==> src/rtl/booth_pkg.sv <==
// Shared types and constants for the radix-2 Booth multiplier controller.
// State encoding, Booth pair codes and the default operand width.
package booth_pkg;

    localparam int BOOTH_N = 6;

    typedef enum logic [2:0] {
        IDLE,
        LOAD,
        ADD,
        SHIFT,
        DONE
    } state_t;

    localparam logic [1:0] BP_NOP0 = 2'b00;
    localparam logic [1:0] BP_ADD  = 2'b01;
    localparam logic [1:0] BP_SUB  = 2'b10;
    localparam logic [1:0] BP_NOP1 = 2'b11;

endpackage

==> src/rtl/booth_operand_sel.sv <==
// Adder operand selector: 0, +xr or -xr (mod 2^N) from a Booth pair.
// Purely combinational; the caller decides when the select is held.
module booth_operand_sel
    import booth_pkg::*;
#(
    parameter int N = BOOTH_N
) (
    input  logic [N-1:0] xr,
    input  logic [1:0]   sel,
    output logic [N-1:0] x_adder
);

    // Decode the Booth pair into the adder operand
    always_comb begin
        x_adder = '0;
        unique case (sel)
            BP_ADD:           x_adder = xr;
            BP_SUB:           x_adder = -xr;
            BP_NOP0, BP_NOP1: x_adder = '0;
            default:          x_adder = '0;
        endcase
    end

endmodule

==> src/rtl/booth_controller.sv <==
// Sequencing controller for the 6-bit radix-2 Booth multiplier datapath.
// Optional BOOTH_CTRL_OVF_FLAG_EN adds the ovf output for the x = -32 wrap.
module booth_controller
    import booth_pkg::*;
#(
    parameter int N     = BOOTH_N,
    parameter int CNT_W = $clog2(N + 1)
) (
    input  logic         clk,
    input  logic         rst,
    input  logic         start,
    input  logic [N-1:0] x_in,
    input  logic [1:0]   y_bits,
    output logic         ready,
    output logic         busy,
    output logic         done,
    output logic         ldx,
    output logic         ldy,
    output logic         rst_p,
    output logic         ldp,
    output logic         shift_p,
    output logic         shift_y,
    output logic [N-1:0] x_adder
`ifdef BOOTH_CTRL_OVF_FLAG_EN
    ,
    output logic         ovf
`endif
);

    localparam logic [CNT_W-1:0] LAST = CNT_W'(N - 1);

    state_t           state;
    logic [N-1:0]     xr;
    logic [CNT_W-1:0] cnt;
    logic [1:0]       sel_q;
    logic [1:0]       sel;

    // Live pair in ADD, the held pair in SHIFT, otherwise a zero operand
    always_comb begin
        sel = BP_NOP0;
        if (state == ADD) begin
            sel = y_bits;
        end else if (state == SHIFT) begin
            sel = sel_q;
        end
    end

    booth_operand_sel #(
        .N(N)
    ) u_sel (
        .xr      (xr),
        .sel     (sel),
        .x_adder (x_adder)
    );

    // Main FSM; strobes are registered from the next state
    always_ff @(posedge clk or negedge rst) begin
        if (!rst) begin
            state   <= IDLE;
            xr      <= '0;
            cnt     <= '0;
            sel_q   <= BP_NOP0;
            ready   <= 1'b1;
            busy    <= 1'b0;
            done    <= 1'b0;
            ldx     <= 1'b0;
            ldy     <= 1'b0;
            rst_p   <= 1'b0;
            ldp     <= 1'b0;
            shift_p <= 1'b0;
            shift_y <= 1'b0;
        end else begin
            done    <= 1'b0;
            ldx     <= 1'b0;
            ldy     <= 1'b0;
            rst_p   <= 1'b0;
            ldp     <= 1'b0;
            shift_p <= 1'b0;
            shift_y <= 1'b0;
            unique case (state)
                IDLE: begin
                    if (start) begin
                        xr    <= x_in;
                        cnt   <= '0;
                        state <= LOAD;
                        ready <= 1'b0;
                        busy  <= 1'b1;
                        ldx   <= 1'b1;
                        ldy   <= 1'b1;
                        rst_p <= 1'b1;
                    end
                end
                LOAD: begin
                    state <= ADD;
                    ldp   <= 1'b1;
                end
                ADD: begin
                    sel_q   <= y_bits;
                    state   <= SHIFT;
                    shift_p <= 1'b1;
                    shift_y <= 1'b1;
                end
                SHIFT: begin
                    cnt <= cnt + 1'b1;
                    if (cnt == LAST) begin
                        state <= DONE;
                        busy  <= 1'b0;
                        done  <= 1'b1;
                    end else begin
                        state <= ADD;
                        ldp   <= 1'b1;
                    end
                end
                DONE: begin
                    state <= IDLE;
                    ready <= 1'b1;
                end
                default: begin
                    state <= IDLE;
                    ready <= 1'b1;
                    busy  <= 1'b0;
                end
            endcase
        end
    end

`ifdef BOOTH_CTRL_OVF_FLAG_EN
    localparam logic [N-1:0] X_MIN = {1'b1, {(N-1){1'b0}}};

    logic sub_seen;

    // Remember any -x use this operation; report it with done for x = min
    always_ff @(posedge clk or negedge rst) begin
        if (!rst) begin
            sub_seen <= 1'b0;
            ovf      <= 1'b0;
        end else begin
            ovf <= 1'b0;
            if (state == LOAD) begin
                sub_seen <= 1'b0;
            end else if (state == ADD && y_bits == BP_SUB) begin
                sub_seen <= 1'b1;
            end
            if (state == SHIFT && cnt == LAST && xr == X_MIN) begin
                ovf <= sub_seen;
            end
        end
    end
`endif

endmodule
==> config.mk <==
export PLATFORM = sky130hd
export DESIGN_NAME = booth_controller
export DESIGN_NICKNAME = d
export VERILOG_FILES = /design/src/rtl/booth_pkg.sv /design/src/rtl/booth_operand_sel.sv /design/src/rtl/booth_controller.sv
export SDC_FILE = /design/constraint.sdc
export NUM_CORES = 1
export LEC_CHECK = 0
export ABC_AREA = 1
export CAP_MARGIN = 15
export CELL_PAD_IN_SITES_DETAIL_PLACEMENT = 1
export CELL_PAD_IN_SITES_GLOBAL_PLACEMENT = 1
export CORE_MARGIN = 1
export CORE_UTILIZATION = 34
export DETAILED_ROUTE_END_ITERATION = 7
export MAX_ROUTING_LAYER = met4
export PLACE_DENSITY_LB_ADDON = 0.25
export SLEW_MARGIN = 20
export SYNTH_ARGS = -nofsm -noshare
export SYNTH_HDL_FRONTEND = slang
export SYNTH_HIERARCHICAL = 1
export SYNTH_SLANG_ARGS = --single-unit
==> constraint.sdc <==
create_clock -name clk -period 2.2 [get_ports clk]
set_input_delay 0.44 -clock clk [delete_from_list [all_inputs] [get_ports clk]]
set_output_delay 0.44 -clock clk [all_outputs]
set_load 0.01 [all_outputs]
==> impl_metrics.yaml <==
setup_path:
  crit_buf_inv: 6
  critPathKind: "register to output port"
  cp-end-kind: "output port"
  critPathLaunchType: "register"
  arrival_ns: 1.89
  worst_path_max_delay_cell: "dfrtp_1"
  max_stage_delay_ns: 0.44
  cp_common_cell: "buf_6"
  cp_top_family: "buffers and inverters"
  worstPathMaxFanout: 3
  startpoint: "state[0]"
  crit-reg2reg-launch: "state[0]"
  crit_chain: "buf_6 -> inv_4 -> nor2_4 -> nand2_2 -> o21ai_2 -> inv_2 -> nor2_4 -> buf_6 -> buf_6 -> nand3_2 -> o21ai_1 -> buf_2"
  required_ns: 1.76
job:
  drv_cap: 0
sta:
  finalHoldViolations: 0
  fin_setup_tns_ns: -0.310
  setup_viol: 6
  fmax_mhz: 430
  finalCritPeriodShare_pct: 106
  skew_ns: 0.00661
  setup_slack_ns: -0.125
  slew_violations: 0
  tightest_slew_ns: 0.589
  rsz0062_at_grt: "yes"
  maxSlewHeadroom_pct: 60.6
  min_period_ns: 2.33
place:
  pre_cts_ws_ns: -0.281
  portBuffers: 25
  dp_hpwl_microns: 1860
  place.gp.congestion: 0.896
global_routing:
  first_global_vias: 987
  grt_pass1_wl_microns: 4470
  overflow: 0
  globalRouteTotalUtil_pct: 19.0
  grt_max_degree: 13
  antenna_found_initial: 0
floorplanning:
  die_area_sq_um: 3150
  rows: 19
  die_h_microns: 56.2
  start_util_pct: 36.2
  core_area_sq_um: 2760
  die_x_microns: 56.2
  pin_count: 26
clocking:
  clkLatencyLatePin_ns: 0.32
  cts.sinks: 20
  tritoncts: "yes"
  cts_made_buffers: 3
  clkTransAtPathRegs_ns: 0.13
  cts_max_path_buffers: 2
  cts_root_buffer: "clkbuf_4"
  htreeDepth: 1
worst_hold_path:
  hold_path_class: "input pin to asynchronous set/reset pin"
synthesis:
  synth.distinct_cells: 20
  synth-xor-area-share_pct: 0.878
  ys.warnings.count: 6
  synth-simple-area-share_pct: 29.6
  synth_compound_area_share_pct: 6.02
  yosys.area.top_type: "dfrtp_1"
  synth_top_family_by_area: "simple AND/OR/NAND/NOR gates"
  yosysSeqAreaShare_pct: 50.3
  ys_ff_latch: 20
  synth_area_leaders: "dfrtp_1 48%, nand2_1 14%, nand3_1 6.0%"
  syn_inst: 121
  synth_top_area_share_pct: 47.7
  synth-adder-area-share_pct: 3.76
  avgSynthCellArea_sq_um: 8.24
  synth_nets: 135
  muxShareOfSynthArea_pct: 0
  netlist_area_sq_um: 997
routing:
  wl_per_cell_microns: 14.0
  via_count: 967
  route.final.wire_length_microns: 2720
  first_pass_iters: 4
  first_iter_violations: 14
  drc: 0
  ant_nets: 0
  via_per_inst: 4.96
outcome:
  violations: "negative setup slack"
  status: "complete, but fails checks"
layout:
  seq_area_sq_um: 502
  fin_nets: 179
  multi_input_area_sq_um: 448
  synthToLayoutAreaGrowth_pct: 48.1
  nFillCells: 333
  drive_gt1_share_pct: 31.7
  n_antenna_cell: 0
power_and_ir_drop:
  ir_worst_vdd_mv: 0.739
  powerDensity_nw_per_um2: 1550
  p_leak_uw: 0.000739
[path summary, 6_finish.rpt]
path                               to  slack (ns)  cells past startpoint
min in group clk                 busy        0.50                      2
max reg2reg                     xr[2]        0.60                      8
max in group asynchronous       xr[4]        1.17                      2
min reg2reg                      busy        0.50                      2
max                        x_adder[2]       -0.13                     12
min                              busy        0.47                      1
[per-layer routing]
metal  share of wire [%]  track usage, %  vias to the layer above
met2                  51            31.6                       19
met4                 3.2            10.5                        0
met5                   0               -                        -
li1                    -               -                      462
met1                  42            21.8                      475
met3                 3.2            3.26                       11
[cell usage after synthesis]
cell	number
nand3_2	1
o21ai_1	11
o21ai_0	1
ha_1	3
or2_0	1
nand2_1	36
nor2_4	1
nand3_1	12
buf_4	3
inv_1	10
dfstp_2	1
nor2_2	4
nor3_1	2
buf_6	1
nand4_1	1
nand2_2	2
xnor2_1	1
inv_2	6
dfrtp_1	19
nor2_1	5
[flip-flops by register name (all words and copies together), names as in the netlist]
| register | flops |
|---|---|
| xr | 6 |
| cnt | 3 |
| state | 3 |
| sel_q | 2 |
| busy | 1 |
| done | 1 |
| ldp | 1 |
| ready | 1 |
| rst_p | 1 |
| shift_y | 1 |
[cells in the final DEF, fill, tap and decap left out, types with 6 or more instances in the layout]
cell type and instances:
nand2_1 34, dfrtp_1 19, clkdlybuf4s50_1 19, buf_4 14
inv_1 10, nand3_1 9, o21ai_1 8, buf_2 6
[stage by stage]
stage / total power (uW) / cell area [sq um] / util [%] / std cells / hold WS [ns]
2_1_floorplan: 1270 / 997 / - / 121 / 0.144
3_3_place_gp: 1710 / 1310 / 47.6 / 181 / 0.462
3_5_place_dp: 1770 / 1310 / 47.6 / 181 / 0.471
4_1_cts: 2170 / 1420 / 51.6 / 192 / 0.464
5_1_grt: 2460 / 1480 / 53.5 / 195 / 0.514
6_report: 2280 / 1480 / 53.5 / 195 / 0.473
[power breakdown]
| group | switching [uW] | internal, uW | total, uW |
|---|---|---|---|
| clock | 130 | 185 | 315 |
| sequential | 130 | 526 | 657 |
| combinational | 687 | 624 | 1310 |
| total | 948 | 1330 | 2280 |
[cell families after synthesis]
| group | Yosys count |
|---|---|
| AOI/OAI and AO/OA | 12 |
| DFF | 20 |
| xor gates and xnor gates | 1 |
| adders and majority gates | 3 |
| buffers and inverters | 20 |
| and+or+nand+nor | 65 |
[cell type report]
type / count / area share (%)
inverter: 16 / 4.41
clock buffer: 3 / 1.53
clock inverter: 1 / 2.03
multi-input combinational: 81 / 30.3
sequential: 20 / 34.0
tap: 31 / 2.63
timing repair buffer: 43 / 25.1
[timing repair]
item                                    CTS  global route
pin swaps                                 5             2
setup buffers                             7             3
endpoints found under the setup margin    6             6
endpoints found under the hold margin     0             0
hold buffers                              0             0
gates resized for setup                  33             8
No activity file was read; power rests on OpenSTA's default activity.
